<file path="config.mk">
export PLATFORM = sky130hd
export DESIGN_NAME = ad9970_sync_tx
export DESIGN_NICKNAME = d
export VERILOG_FILES = /design/src/rtl/ad9970_sync_tx.sv
export SDC_FILE = /design/constraint.sdc
export NUM_CORES = 1
export LEC_CHECK = 0
export BUFFER_PORTS_ARGS = -buffer_cell sky130_fd_sc_hd__buf_2
export CAP_MARGIN = 20
export CORE_MARGIN = 2
export CORE_UTILIZATION = 40
export DETAILED_ROUTE_END_ITERATION = 12
export MAX_ROUTING_LAYER = met4
export PLACE_DENSITY = 0.65
export SLEW_MARGIN = 20
export SYNTH_ARGS = -nofsm -noshare
export SYNTH_HDL_FRONTEND = slang
export SYNTH_SLANG_ARGS = --single-unit
</file>
<file path="constraint.sdc">
create_clock -name clk -period 7 [get_ports clk]
set_input_delay 0.7 -clock clk [delete_from_list [all_inputs] [get_ports clk]]
set_output_delay 0.7 -clock clk [all_outputs]
set_load 0.01 [all_outputs]
</file>
<file path="src/rtl/ad9970_sync_tx.sv">
// AD9970 transmit word builder: frames 14-bit pixels into 16-bit words split over
// two 8-bit serializer lanes, inserting a 4-word sync code and a blanking window per line.
module ad9970_sync_tx #(
  parameter int          DATA_WIDTH    = 14,
  parameter logic [12:0] SYNC_LOC_DEF  = 13'd252,
  parameter logic [15:0] SYNC_WORD_DEF = 16'h8421,
  parameter logic [12:0] HBLK_TOG1_DEF = 13'd0,
  parameter logic [12:0] HBLK_TOG2_DEF = 13'd265
) (
  input  logic                  clk,
  input  logic                  reset_n,
  input  logic [DATA_WIDTH-1:0] iv_pix_data,
  input  logic                  i_hd,
  input  logic                  i_vd,
  input  logic [12:0]           iv_sync_start_loc,
  input  logic [15:0]           iv_sync_word0,
  input  logic [15:0]           iv_sync_word1,
  input  logic [15:0]           iv_sync_word2,
  input  logic [15:0]           iv_sync_word3,
  input  logic                  i_align_right,
  input  logic [12:0]           iv_hblk_tog1,
  input  logic [12:0]           iv_hblk_tog2,
  output logic [7:0]            ov_lane0,
  output logic [7:0]            ov_lane1,
  output logic                  o_word_valid,
  output logic                  o_sync,
  output logic                  o_data_en
);

  localparam int PAD = 16 - DATA_WIDTH;

  typedef enum logic {ST_IDLE, ST_ACTIVE} state_t;

  state_t                r_state, w_state_next;
  logic                  r_hd_d, r_vd_d;
  logic                  w_hd_rise, w_vd_rise;
  logic [DATA_WIDTH-1:0] r_pix;
  logic [12:0]           r_hcnt;
  logic                  r_sync_act;
  logic [1:0]            r_sync_idx;
  logic [12:0]           r_sh_loc, r_sh_tog1, r_sh_tog2;
  logic [15:0]           r_sh_word [4];
  logic [15:0]           w_cfg_word [4];
  logic                  r_sh_align;
  logic                  w_sync_trig, w_sync_sel, w_blank;
  logic [1:0]            w_sync_idx;
  logic [15:0]           w_pix_word, w_word;
  logic [15:0]           r_word;
  logic                  r_valid, r_sync, r_den;

  assign w_hd_rise = i_hd & ~r_hd_d;
  assign w_vd_rise = i_vd & ~r_vd_d;

  assign w_cfg_word[0] = iv_sync_word0;
  assign w_cfg_word[1] = iv_sync_word1;
  assign w_cfg_word[2] = iv_sync_word2;
  assign w_cfg_word[3] = iv_sync_word3;

  always_ff @(posedge clk) begin
    if (!reset_n) begin
      r_state <= ST_IDLE;
      r_hd_d  <= 1'b0;
      r_vd_d  <= 1'b0;
    end else begin
      r_state <= w_state_next;
      r_hd_d  <= i_hd;
      r_vd_d  <= i_vd;
    end
  end

  always_comb begin
    w_state_next = r_state;
    if (r_state == ST_IDLE && w_vd_rise) w_state_next = ST_ACTIVE;
  end

  // Config is frame-stable: only a vd rising edge refreshes the shadows.
  always_ff @(posedge clk) begin
    if (!reset_n) begin
      r_sh_loc   <= SYNC_LOC_DEF;
      r_sh_tog1  <= HBLK_TOG1_DEF;
      r_sh_tog2  <= HBLK_TOG2_DEF;
      r_sh_align <= 1'b1;
      for (int i = 0; i < 4; i++) r_sh_word[i] <= SYNC_WORD_DEF;
    end else if (w_vd_rise) begin
      r_sh_loc   <= iv_sync_start_loc;
      r_sh_tog1  <= iv_hblk_tog1;
      r_sh_tog2  <= iv_hblk_tog2;
      r_sh_align <= i_align_right;
      for (int i = 0; i < 4; i++) r_sh_word[i] <= w_cfg_word[i];
    end
  end

  // Input stage: pixel and its line position travel together.
  always_ff @(posedge clk) begin
    if (!reset_n) begin
      r_pix  <= '0;
      r_hcnt <= '0;
    end else begin
      r_pix <= iv_pix_data;
      if (w_hd_rise)              r_hcnt <= '0;
      else if (r_hcnt != 13'h1FFF) r_hcnt <= r_hcnt + 13'd1;
    end
  end

  // Words 1..3 of the sync code follow the trigger regardless of h_cnt.
  always_ff @(posedge clk) begin
    if (!reset_n || w_hd_rise) begin
      r_sync_act <= 1'b0;
      r_sync_idx <= 2'd0;
    end else if (w_sync_trig) begin
      r_sync_act <= 1'b1;
      r_sync_idx <= 2'd1;
    end else if (r_sync_act) begin
      if (r_sync_idx == 2'd3) r_sync_act <= 1'b0;
      r_sync_idx <= r_sync_idx + 2'd1;
    end
  end

  assign w_sync_trig = (r_hcnt == r_sh_loc);
  assign w_sync_sel  = w_sync_trig | r_sync_act;
  assign w_sync_idx  = w_sync_trig ? 2'd0 : r_sync_idx;
  assign w_blank     = (r_hcnt >= r_sh_tog1) && (r_hcnt < r_sh_tog2);
  assign w_pix_word  = r_sh_align ? {{PAD{1'b0}}, r_pix} : {r_pix, {PAD{1'b0}}};

  always_comb begin
    w_word = w_pix_word;
    if (w_sync_sel)   w_word = r_sh_word[w_sync_idx];
    else if (w_blank) w_word = 16'h0000;
  end

  always_ff @(posedge clk) begin
    if (!reset_n || r_state == ST_IDLE) begin
      r_word  <= '0;
      r_valid <= 1'b0;
      r_sync  <= 1'b0;
      r_den   <= 1'b0;
    end else begin
      r_word  <= w_word;
      r_valid <= 1'b1;
      r_sync  <= w_sync_sel;
      r_den   <= ~w_sync_sel & ~w_blank;
    end
  end

  assign ov_lane0     = r_word[15:8];
  assign ov_lane1     = r_word[7:0];
  assign o_word_valid = r_valid;
  assign o_sync       = r_sync;
  assign o_data_en    = r_den;

endmodule
</file>
---- After elaboration in Yosys (flattened, before gate mapping) ----
Memory sizes are Yosys's and may differ from the RTL's.
Index checks and enable logic that the tools add are counted.
Widths: inputs -> output; s select.
storage, ports and cells
  register bits after elaboration ......... 92
  bits in writable memories ............... 64
  input port bits ......................... 122
  memories kept ........................... 1
memory list
  memory     depth  width  rd ports  clocked after Yosys merged registers in  write ports  RTL line  text
  r_sh_word  4      16     1         0                                        4            42        logic [15:0] r_sh_word [4];
cells by class
  $add $sub $neg .......................... 2
  $lt $le $gt $ge ......................... 2
  eq/ne operators ......................... 3
  multiplexer cells ....................... 18
  bitwise operators ....................... 14
  reductions and logical operators ........ 8
operators by type and width
  cell                   number
  $mux 16                7
  $add 13x1->13 const B  1
  $eq 13x13->1           1
  $ge 13x13->1           1
  $lt 13x13->1           1
  $ne 13x13->1 const B   1
  $mux 1                 10
  $not 1->1              6
  $or 1x1->1             5
  $reduce_or 2->1        2
  $and 1x1->1            3
  $add 2x1->2 const B    1
  $eq 2x2->1 const B     1
  $logic_and 1x1->1      2
  $logic_or 1x1->1       2
  $mux 2                 1
  $reduce_bool 2->1      1
  $logic_not 1->1        1

---- Depth between registers and ports, before layout ----
  depth after elaboration ................. 6
  depth in mapped cells ................... 9

---- Worst setup path after synthesis ----
No wires, ideal clock.
  kind .................................... input -> register
  start point ............................. in reset_n
  end point ............................... mem r_sh_word[0][0], enable pin
  library setup time ...................... 0.452 ns
  data arrival time ....................... 3.007 ns
  required time ........................... 6.548 ns
  path slack .............................. 3.541 ns
  stages .................................. 4
  cell sequence ........................... clkbuf_1 and2_1 inv_1 clkbuf_1
RTL lines
  item                RTL line  text
  start: declaration  11        input logic reset_n,
  end: declaration    42

---- Worst setup path after layout ----
  start point ............................. reg r_hcnt[0]
  end point ............................... reg r_word[14]
on the way
  cells in the longest elaborated chain, start to end .. 4
ends and longest elaborated chain
  item                                                RTL line  text
  start: declaration                                  38        logic [12:0] r_hcnt;
  start signal: assignment                            101       else if (r_hcnt != 13'h1FFF) r_hcnt <= r_hcnt + 13'd1;
  $ge 13x13->1 (tied with other cells)                122       assign w_blank = (r_hcnt >= r_sh_tog1) && (r_hcnt < r_sh_tog2);
  $logic_and 1x1->1 / $mux 2 (equally long branches)  122, 121
  $mux 16 / $mem_v2 4x16 (equally long branches)      --
  $mux 16 *                                           127       if (w_sync_sel) w_word = r_sh_word[w_sync_idx];
  end signal: assignment                              138       r_word <= w_word;
  end: declaration                                    48        logic [15:0] r_word;
Every way passes the cells marked *; elsewhere a longest branch is shown, timed or not.
A chain may end at the register's enable or synchronous reset.

==> flow_summary.ini <==
[synthesis]
synthCells = 633
synth.largest_area_cell = edfxtp_1
synth_top_area_share_pct = 28.0
ys_seq_elements = 156
async_reset_ff_share_pct = 0
ys_warn_count = 0
postSynthNetCount = 782
synthDistinctLibCells = 46
synthFlopType = dfxtp_1
yosysSeqAreaShare_pct = 54.9
synth-edff-count = 64
netlist_area_sq_um = 6850
syn_avg_cell_area_sq_um = 10.8
synthTopCellsByArea = edfxtp_1 (28%), dfxtp_1 (27%), and2_1 (5.8%), ha_1 (4.9%), mux2i_1 (2.6%)

[layout]
fin_area_sq_um = 8310
final_util_pct = 49.9
filler_cell_count = 1500
finalNetCount = 907
drive_gt1_share_pct = 24.8
antenna_cells = 0
area_delta_synth_final_pct = 21.3
multiInputGateArea_sq_um = 2820
regArea_sq_um = 3760

[global_route]
track_usage_pct = 18.9
grt_pass1_wl_um = 25500
grt_pass1_vias = 5112
antenna_found_initial = 0
grt-ovfl-total = 0
grt_max_degree = 66

[die]
die_w_um = 135
io_pins = 141
dieHeight_um = 135
core_sq_um = 16600
placementRows = 47
die_area_sq_um = 18200
initial_utilization_pct = 41.2

[drt]
wl_met3_um = 823
drt_wl_total_um = 16200
first_pass_iters = 4
wl_met2_um = 7740
vias = 5043
drt_iter0_drc = 291
drtAntennaViolNets = 0
drc_errors = 0
wire_per_inst_um = 16.3
met1_length_um = 7330
via_per_inst = 5.09
top_layer_used = met4

[cts]
cts_root_buffer = clkbuf_16
ctsHoldBuffers = 0
cts.repair.resized = 0
cts_tree = built
clock_latency_ns = 0.42
clockBufferDepth = 2
clock-sinks = 156
htree_levels = 4
postCtsSetupBuffers = 0
cts-buffers-inserted = 17
clkTransAtPathRegs_ns = 0.06

[power]
leakage_nw = 3.48
power_density_nw_per_um2 = 252
ir_drop_v = 0.000176

[critical_path]
cp-start-kind = flop
arrival_ns = 3.29
worst-path-max-fanout = 13
crit_type = reg2reg
critPathCaptureType = flop
cp.required_ns = 7.30

[timing]
relSlewSlack_pct = 38.2
finClkSkew_ns = 0.0106
fmax_ghz = 0.334
rsz0062_at_grt = false
period_minus_slack_ns = 3.00
worstMarginPinSlew_ns = 0.927
final_hold_viol_count = 0
slew_violations = 0
timing.final.crit_share_pct = 42.8
finalSetupTns_ns = 0
setup_violations = 0
whs_ns = 0.474

[hold_path]
hp-class = reg2reg

[place]
dp_hpwl_um = 11700
numPortBuffers = 140
placed_cell_area_sq_um = 7710
gp_congestion = 0.825

[outcome]
status = complete, no violations

[flow_run]
maxCapViolCount = 0
-- state kept, by name (all words and copies together) (netlist names), 2 cells and up --
name and flops:
r_sh_tog1 13, r_word 16, r_sh_loc 13, r_pix 14, r_hcnt 13, r_sh_word 64
r_sync_idx 2, r_sh_tog2 13
-- power by group --
| part | switching, mW | total, mW | leakage [nW] | internal, mW |
|---|---|---|---|---|
| sequential | 0.0199 | 1.02 | 1.41 | 0.997 |
| combinational | 0.0855 | 0.157 | 1.78 | 0.0718 |
| clock | 0.340 | 0.916 | 0.295 | 0.576 |
-- per-stage QoR --
step,worst slack (ns),power [mW],std cells
after detailed placement,3.85,1.19,959
after global placement,4.01,1.19,959
final,4.00,2.09,991
after global routing,3.68,2.17,991
after floorplan,3.54,1.13,633
after CTS,4.03,2.11,991
-- cell usage after synthesis (2+ instances only) --
| library cell | instances |
|---|---|
| a21oi_1 | 28 |
| ha_1 | 27 |
| a22o_1 | 8 |
| clkbuf_1 | 28 |
| mux2_2 | 12 |
| o21ai_1 | 3 |
| and2_1 | 64 |
| nand2_1 | 44 |
| inv_1 | 33 |
| o221ai_1 | 4 |
| o31ai_1 | 3 |
| o22a_1 | 8 |
| o41ai_1 | 2 |
| nand2b_1 | 4 |
| o311ai_1 | 9 |
| dfxtp_1 | 92 |
| xnor2_1 | 15 |
| nor2_1 | 26 |
| edfxtp_1 | 64 |
| mux2i_1 | 18 |
| nand4_1 | 7 |
| nand3_1 | 8 |
| nor3_1 | 3 |
| o21ai_0 | 30 |
| o311ai_0 | 3 |
| o21bai_1 | 12 |
| or3_1 | 18 |
| xor2_1 | 6 |
| buf_1 | 2 |
| buf_2 | 7 |
| o211ai_1 | 12 |
| a21o_1 | 16 |
| a211oi_1 | 2 |
| a211o_1 | 3 |
-- critical path, cell delays in order (launching register included) --
cell,delay [ns]
dfxtp_1,0.44
inv_1,0.08
ha_1,0.28
nand2b_1,0.14
a21o_1,0.18
a211o_1,0.28
a21oi_1,0.71
o21ai_0,0.40
o41ai_1,0.37
-- per-layer routing --
metal	vias to the layer above	track usage (%)
li1	2509	-
met1	2370	23.5
met2	142	29.9
met3	22	4.35
met4	0	7.37
met5	-	-
-- area by class of cell --
class | count | share of cell area [%]
clock inverters | 6 | 0.994
multi-input cells | 406 | 34.0
inverters | 33 | 1.49
well taps | 220 | 3.31
flip-flops and latches | 156 | 45.3
repair buffers | 144 | 8.79
clock buffers | 26 | 6.17
-- kinds of logic after synthesis --
family                     Yosys count  synth area share (%)
adders and majority gates           27                  4.93
xor gates and xnor gates            21                  2.68
buffers and inverters               71                  4.07
muxes                               30                  4.60
DFF                                156                  54.9
AOI/OAI and AO/OA                  147                  14.6
and+or+nand+nor                    181                  14.2
-- worst paths after layout --
path / from / endpoint / slack [ns] / cells past startpoint
worst max-delay path: r_hcnt[0]$_SDFFE_PP0P_ / r_word[14]$_SDFF_PN0_ / 4.00 / 8
worst min-delay path: r_sh_tog2[8]$_SDFFE_PN1P_ / r_sh_tog2[8]$_SDFFE_PN1P_ / 0.47 / 2
worst max register to register: r_hcnt[0]$_SDFFE_PP0P_ / r_word[14]$_SDFF_PN0_ / 4.00 / 8
worst min register to register: r_sh_tog2[8]$_SDFFE_PN1P_ / r_sh_tog2[8]$_SDFFE_PN1P_ / 0.47 / 2
-- placed cells by master (no fill, tap or decap), types with 3 or more instances in the layout --
cell type	count
buf_2	140
or3_1	18
nand3_1	8
o221ai_1	4
mux2_2	12
xor2_1	6
o21bai_1	12
inv_1	32
nand4_1	7
clkbuf_1	3
dfxtp_1	92
edfxtp_1	64
xnor2_1	15
ha_1	27
a22o_1	8
and2_1	64
clkbuf_16	18
o31ai_1	3
nand2b_1	4
buf_4	4
nor2_1	25
o211ai_1	12
o311ai_0	3
nand2_1	44
mux2i_1	18
a211o_1	3
clkinv_2	3
a21oi_1	28
nor3_1	3
o22a_1	8
o311ai_1	9
a21o_1	16
clkbuf_8	3
o21ai_0	30
Power figures use the tool's default switching activity.
